$ cat src/rtl/i2s_adc_receiver.sv
// i2s_adc_receiver
// Deserializes the codec ADC stream into parallel stereo samples. bclk, adclrc
// and adcdat are oversampled in the clock_50M domain. A complete left slot
// followed by a complete right slot produces one sample_valid pulse. A slot
// that is cut short produces one frame_err pulse.
//
// state | meaning
// IDLE  | after reset, waiting for the first adclrc transition
// SKIP  | discarding the one-bclk I2S delay at the start of a slot
// SHIFT | capturing data bits MSB first
// HOLD  | slot complete, ignoring surplus bclk until the next adclrc edge
`timescale 1ns/1ps
module i2s_adc_receiver #(
    parameter int DATA_WIDTH = 16,
    parameter int I2S_DELAY  = 1,
    parameter bit LEFT_LEVEL = 1'b0
) (
    input  logic                  clock_50M,
    input  logic                  rst_n,
    input  logic                  bclk,
    input  logic                  adclrc,
    input  logic                  adcdat,
    output logic [DATA_WIDTH-1:0] left_data,
    output logic [DATA_WIDTH-1:0] right_data,
    output logic                  sample_valid,
    output logic                  frame_err
);

    localparam int               CNT_W    = $clog2(DATA_WIDTH + 1);
    localparam logic [CNT_W-1:0] LAST_BIT = CNT_W'(DATA_WIDTH - 1);

    typedef enum logic [1:0] {
        S_IDLE  = 2'd0,
        S_SKIP  = 2'd1,
        S_SHIFT = 2'd2,
        S_HOLD  = 2'd3
    } state_t;

    // synchronizer and edge-detect flops
    logic r_bclk_s1, r_bclk_s2, r_bclk_s3;
    logic r_lrc_s1, r_lrc_s2, r_lrc_s3;
    logic r_dat_s1, r_dat_s2;
    logic [1:0] r_prime_cnt;

    // slot capture
    state_t                r_state;
    logic [CNT_W-1:0]      r_bit_cnt;
    logic [DATA_WIDTH-1:0] r_shreg;
    logic                  r_is_left;
    logic [DATA_WIDTH-1:0] r_left_hold;
    logic                  r_left_ok;

    // outputs
    logic [DATA_WIDTH-1:0] r_left_data;
    logic [DATA_WIDTH-1:0] r_right_data;
    logic                  r_sample_valid;
    logic                  r_frame_err;

    logic                  w_armed;
    logic                  w_bclk_rise;
    logic                  w_lrc_edge;
    logic [DATA_WIDTH-1:0] w_shift_word;

    state_t                w_state_nxt;
    logic [CNT_W-1:0]      w_cnt_nxt;
    logic [DATA_WIDTH-1:0] w_shreg_nxt;
    logic                  w_is_left_nxt;
    logic                  w_complete;
    logic                  w_err;
    logic                  w_restart;
    logic                  w_new_bit;

    // The edge-detect flop resets to 0, so a high adclrc at reset release would
    // look like a transition. Edges are ignored until the pipeline has filled.
    assign w_armed      = (r_prime_cnt == 2'd3);
    assign w_bclk_rise  = r_bclk_s2 & ~r_bclk_s3;
    assign w_lrc_edge   = w_armed & (r_lrc_s2 != r_lrc_s3);
    assign w_shift_word = {r_shreg[DATA_WIDTH-2:0], r_dat_s2};

    // Two-flop synchronizers; third stage on bclk/adclrc for edge detect.
    always_ff @(posedge clock_50M or negedge rst_n) begin
        if (!rst_n) begin
            r_bclk_s1 <= 1'b0;
            r_bclk_s2 <= 1'b0;
            r_bclk_s3 <= 1'b0;
            r_lrc_s1  <= 1'b0;
            r_lrc_s2  <= 1'b0;
            r_lrc_s3  <= 1'b0;
            r_dat_s1  <= 1'b0;
            r_dat_s2  <= 1'b0;
        end else begin
            r_bclk_s1 <= bclk;
            r_bclk_s2 <= r_bclk_s1;
            r_bclk_s3 <= r_bclk_s2;
            r_lrc_s1  <= adclrc;
            r_lrc_s2  <= r_lrc_s1;
            r_lrc_s3  <= r_lrc_s2;
            r_dat_s1  <= adcdat;
            r_dat_s2  <= r_dat_s1;
        end
    end

    // Count the cycles needed to fill the synchronizer after reset.
    always_ff @(posedge clock_50M or negedge rst_n) begin
        if (!rst_n) begin
            r_prime_cnt <= 2'd0;
        end else if (!w_armed) begin
            r_prime_cnt <= r_prime_cnt + 2'd1;
        end
    end

    // Slot FSM state and capture registers.
    always_ff @(posedge clock_50M or negedge rst_n) begin
        if (!rst_n) begin
            r_state   <= S_IDLE;
            r_bit_cnt <= '0;
            r_shreg   <= '0;
            r_is_left <= 1'b0;
        end else begin
            r_state   <= w_state_nxt;
            r_bit_cnt <= w_cnt_nxt;
            r_shreg   <= w_shreg_nxt;
            r_is_left <= w_is_left_nxt;
        end
    end

    // Next-state logic. An adclrc edge wins over a same-cycle bclk rise, which
    // then belongs to the new slot, except when that rise carries the last bit
    // of the current slot: the slot completes and the rise is consumed by it.
    always_comb begin
        w_state_nxt   = r_state;
        w_cnt_nxt     = r_bit_cnt;
        w_shreg_nxt   = r_shreg;
        w_is_left_nxt = r_is_left;
        w_complete    = 1'b0;
        w_err         = 1'b0;
        w_restart     = 1'b0;
        w_new_bit     = w_bclk_rise;

        case (r_state)
            S_IDLE: begin
                w_restart = w_lrc_edge;
            end
            S_SKIP: begin
                if (w_lrc_edge) begin
                    w_restart = 1'b1;
                    w_err     = 1'b1;
                end else if (w_bclk_rise) begin
                    w_state_nxt = S_SHIFT;
                end
            end
            S_SHIFT: begin
                if (w_bclk_rise) begin
                    w_shreg_nxt = w_shift_word;
                    w_cnt_nxt   = r_bit_cnt + CNT_W'(1);
                    if (r_bit_cnt == LAST_BIT) begin
                        w_complete  = 1'b1;
                        w_state_nxt = S_HOLD;
                    end
                end
                if (w_lrc_edge) begin
                    w_restart = 1'b1;
                    if (w_bclk_rise && (r_bit_cnt == LAST_BIT)) begin
                        w_new_bit = 1'b0;
                    end else begin
                        w_err = 1'b1;
                    end
                end
            end
            S_HOLD: begin
                w_restart = w_lrc_edge;
            end
            default: begin
                w_state_nxt = S_IDLE;
            end
        endcase

        if (w_restart) begin
            w_is_left_nxt = (r_lrc_s2 == LEFT_LEVEL);
            w_shreg_nxt   = '0;
            w_cnt_nxt     = '0;
            if (I2S_DELAY != 0) begin
                w_state_nxt = w_new_bit ? S_SHIFT : S_SKIP;
            end else begin
                w_state_nxt = S_SHIFT;
                if (w_new_bit) begin
                    w_shreg_nxt = {{(DATA_WIDTH-1){1'b0}}, r_dat_s2};
                    w_cnt_nxt   = CNT_W'(1);
                end
            end
        end
    end

    // Pair completed slots into stereo samples and drive the pulse outputs.
    always_ff @(posedge clock_50M or negedge rst_n) begin
        if (!rst_n) begin
            r_left_hold    <= '0;
            r_left_ok      <= 1'b0;
            r_left_data    <= '0;
            r_right_data   <= '0;
            r_sample_valid <= 1'b0;
            r_frame_err    <= 1'b0;
        end else begin
            r_sample_valid <= 1'b0;
            r_frame_err    <= w_err;
            if (w_complete) begin
                if (r_is_left) begin
                    r_left_hold <= w_shift_word;
                    r_left_ok   <= 1'b1;
                end else if (r_left_ok) begin
                    r_left_data    <= r_left_hold;
                    r_right_data   <= w_shift_word;
                    r_sample_valid <= 1'b1;
                    r_left_ok      <= 1'b0;
                end
            end else if (w_err && r_is_left) begin
                r_left_ok <= 1'b0;
            end
        end
    end

    assign left_data    = r_left_data;
    assign right_data   = r_right_data;
    assign sample_valid = r_sample_valid;
    assign frame_err    = r_frame_err;

endmodule

$ cat config.mk
export PLATFORM = sky130hd
export DESIGN_NAME = i2s_adc_receiver
export DESIGN_NICKNAME = d
export VERILOG_FILES = /design/src/rtl/i2s_adc_receiver.sv
export SDC_FILE = /design/constraint.sdc
export NUM_CORES = 1
export LEC_CHECK = 0
export ABC_AREA = 1
export CORE_MARGIN = 1.5
export CORE_UTILIZATION = 40
export CTS_CLUSTER_DIAMETER = 100
export DETAILED_ROUTE_END_ITERATION = 10
export DONT_BUFFER_PORTS = 1
export HOLD_SLACK_MARGIN = 0.08
export PLACE_DENSITY = 0.6
export RECOVER_POWER = 50
export SYNTH_ARGS = -nofsm -noshare
export SYNTH_HDL_FRONTEND = slang
export SYNTH_SLANG_ARGS = --single-unit
$ cat constraint.sdc
create_clock -name clock_50M -period 2 [get_ports clock_50M]
set_input_delay 0.3 -clock clock_50M [delete_from_list [all_inputs] [get_ports clock_50M]]
set_output_delay 0.3 -clock clock_50M [all_outputs]
set_load 0.02 [all_outputs]
==> impl_metrics.env <==
export IMPL_status="finished with violations"
export IMPL_violations="hold timing"
export IMPL_max_stage_delay_ns=0.41
export IMPL_slowest_stage="dfrtp_1"
export IMPL_synth_edff_count=0
export IMPL_max_vdd_ir_drop_v=0.0002909
export IMPL_worst_path_max_fanout=19
export IMPL_tightest_slew_ns=0.4023
export IMPL_start_kind="flip-flop"
export IMPL_numPortBuffers=0
export IMPL_dp_cells=406
export IMPL_hold_violations=84
export IMPL_cts_clk_slew_worst_paths_ns=0.09
export IMPL_initialDrtViolationCount=147
export IMPL_synth_top_area_cell="dfrtp_1"
export IMPL_fin_nets=329
export IMPL_setup_viol_count_final=0
export IMPL_core_area_um2=7807
export IMPL_power_internal_uw=2461
export IMPL_grt_pass1_wl_mm=9.742
export IMPL_postCtsHoldBufs=3
export IMPL_numCtsBuffers=9
export IMPL_clk_latency_ns=0.35
export IMPL_p_comb_frac=0.030
export IMPL_synthDistinctLibCells=26
export IMPL_rows=32
export IMPL_leakage_uw=0.001739
export IMPL_antennaDiodeCount=0
export IMPL_ys_top_cells_by_area="dfrtp_1 (65%), nand2_1 (12%), o21ai_0 (4.8%)"
export IMPL_dr_total_vias=1991
export IMPL_clockPowerShare=0.422
export IMPL_routed_wl_mm=5.557
export IMPL_grt_max_degree=85
export IMPL_fin_cells=426
export IMPL_syn_to_final_growth_pct=9.612
export IMPL_clockBufferDepth=2
export IMPL_dieArea_um2=8686
export IMPL_viasPerCell=4.674
export IMPL_drv_slew=0
export IMPL_yosysMostFrequentCell="nand2_1"
export IMPL_period_needed_ns=1.860
export IMPL_fin_skew_ns=0.008949
export IMPL_synth_nets=324
export IMPL_crit_chain="ha_1 > nand2_1 > nor2_1 > ha_2 > nand2_4 > nor2_4 > nand2_8 > buf_4 > nand2_1 > o21ai_0"
export IMPL_worst_slack_ns=0.1400
export IMPL_rr_startpoint="r_bit_cnt[0]$_DFFE_PN0P_"
export IMPL_path_common_cell="nand2_1"
export IMPL_htreeDepth=3
export IMPL_gp_congestion=0.7770
export IMPL_grt_pass1_vias=2011
export IMPL_ios=39
export IMPL_synth_top_area_frac=0.6459
export IMPL_synthCells=314
export IMPL_cts_tree="built"
export IMPL_cellPowerDensity_nw_per_um2=889.1
export IMPL_ys_dominant_reg_cell="dfrtp_1"
export IMPL_maxCapViolations=0
export IMPL_ys_ff_latch=84
export IMPL_cp_required_ns=2.24
export IMPL_fin_crit_sh=0.9300
export IMPL_antenna_found_initial=0
export IMPL_ys_seq_area_frac=0.6459
export IMPL_cts_root_buffer="clkbuf_8"
export IMPL_first_pass_iters=5
export IMPL_ys_async_sr_fraction=1.000
export IMPL_ys_warn_count=0
export IMPL_critical_path_class="flip-flop to flip-flop"
export IMPL_end_kind="flip-flop"
export IMPL_switching_power_uw=710.4
export IMPL_whs_ns=-0.3676
export IMPL_start_util=0.4168
export IMPL_drive_above_1_share=0.1080
export IMPL_cp_startpoint="r_bit_cnt[0]$_DFFE_PN0P_"
export IMPL_syn_area_per_cell_um2=10.36
export IMPL_switching_share=0.2240
export IMPL_drc_errors=0
export IMPL_die_y_um=93.20
export IMPL_ant_nets=0
export IMPL_track_usage=0.1475
export IMPL_dp_slack_ns=0.1041
export IMPL_hp_class="primary input to async pin"
export IMPL_synth_commonest_cells="nand2_1 (100), dfrtp_1 (84), o21ai_0 (31)"
export IMPL_finalSetupTns_ns=0
export IMPL_grt_overflow_total=0
export IMPL_relSlewSlack=0.7315
export IMPL_dpl_hpwl_mm=3.499
export IMPL_die_w_um=93.20
export IMPL_fmax_ghz=0.5376
export IMPL_cts_sinks=84
export IMPL_wl_per_cell_um=13.04
export IMPL_syn_area_um2=3254
export IMPL_arrival_ns=2.10
export IMPL_fill_cells=725
export IMPL_seq_power_share=0.549
kinds of logic (layout without fill, tap and decap cells):
logic type               after synthesis  in the layout  synth area share
AO/OA/AOI/OAI                         54             54           0.09381
multiplexers                           2              2          0.006536
adder cells (fa/ha/maj)                5              5           0.01922
XOR/XNOR                               1              1          0.002692
AND/OR/NAND/NOR                      126            126            0.1642
flip-flops                            84             84            0.6459
buffers and inverters                 42             52           0.06766
placed cells by master (no fill, tap or decap), types with 2 or more instances in the layout:
master | netlist | routed
buf_4 | 2 | 3
bufinv_16 | 0 | 2
clkbuf_8 | 0 | 9
clkinvlp_4 | 0 | 2
dfrtp_1 | 84 | 84
dlygate4sd3_1 | 0 | 3
ha_1 | 5 | 4
inv_1 | 29 | 29
inv_6 | 0 | 2
nand2_1 | 100 | 100
nand2_2 | 3 | 2
nand2_4 | 2 | 2
nand3_1 | 6 | 6
nand3_2 | 2 | 2
nand4_1 | 2 | 2
nor2_1 | 7 | 7
o21ai_0 | 31 | 31
o21ai_1 | 3 | 3
o21ai_2 | 4 | 4
o22ai_1 | 16 | 16
path summary, 6_finish.rpt:
| kind | end | slack [ns] | depth (start not counted) |
|---|---|---|---|
| worst min-delay path | r_bit_cnt[0]$_DFFE_PN0P_ | -0.37 | 0 |
| worst max-delay path | right_data[13]$_DFFE_PN0P_ | 0.14 | 10 |
| worst min register to register | r_dat_s2$_DFF_PN0_ | 0.35 | 0 |
| min in group clock_50M | r_dat_s2$_DFF_PN0_ | 0.35 | 0 |
| worst max register to register | right_data[13]$_DFFE_PN0P_ | 0.14 | 10 |
| max in group asynchronous | r_shreg[0]$_DFFE_PN0P_ | 2.25 | 0 |
power groups by stage:
stage / Sequential (µW) / Clock, µW / Combinational [µW]
2_1_floorplan: 1770 / 0 / 80.1
3_3_place_gp: 1770 / 0 / 89.1
3_5_place_dp: 1770 / 0 / 89.1
4_1_cts: 1740 / 1380 / 94.5
5_1_grt: 1740 / 1450 / 112
6_report: 1740 / 1340 / 94.5
per-layer routing:
metal  global-route usage  up-vias  wire length [µm]
li1                     -     1016                 -
met1               0.1867      936              2693
met2               0.2232       32              2470
met3              0.05610        7               290
met4              0.06818        0               103
met5                    0        -                 0
critical path: cells and delay by family (launching register included):
| family | cells | cell delay (ns) |
|---|---|---|
| simple gates | 6 | 0.63 |
| flops | 1 | 0.41 |
| fa+ha+maj | 2 | 0.39 |
| buf+inv | 1 | 0.23 |
| compound gates | 1 | 0.07 |
stage by stage:
stage                 util  total power [µW]  hold slack [ns]  cell area, µm²
floorplan                -              1849         0.004409            3254
global placement    0.4213              1861         0.009535            3289
detailed placement  0.4213              1863         0.009651            3289
CTS                 0.4535              3213          -0.3794            3541
global route        0.4569              3300          -0.3978            3567
finish              0.4569              3172          -0.3676            3567
timing repair:
item / CTS / global route
endpoints found under the setup margin: 0 / 39
hold endpoints to repair: 87 / 84
resized for setup: 0 / 5
setup buffers: 0 / 1
sequential cells by signal, indices dropped and copies added (netlist names), 2 cells and up:
register     cells
r_state          2
r_left_hold     16
left_data       16
r_prime_cnt      2
r_bit_cnt        5
right_data      16
r_shreg         15
cell type report:
cell class	count	area, µm²	area share
Clock inverter	7	97.59	0.02736
Multi-Input combinational cell	188	948.4	0.2659
Timing Repair Buffer	6	52.55	0.01473
Tap cell	102	127.6	0.03578
Clock buffer	9	123.9	0.03472
Inverter	30	115.1	0.03227
Sequential cell	84	2102	0.5893
Power figures use the tool's default switching activity.
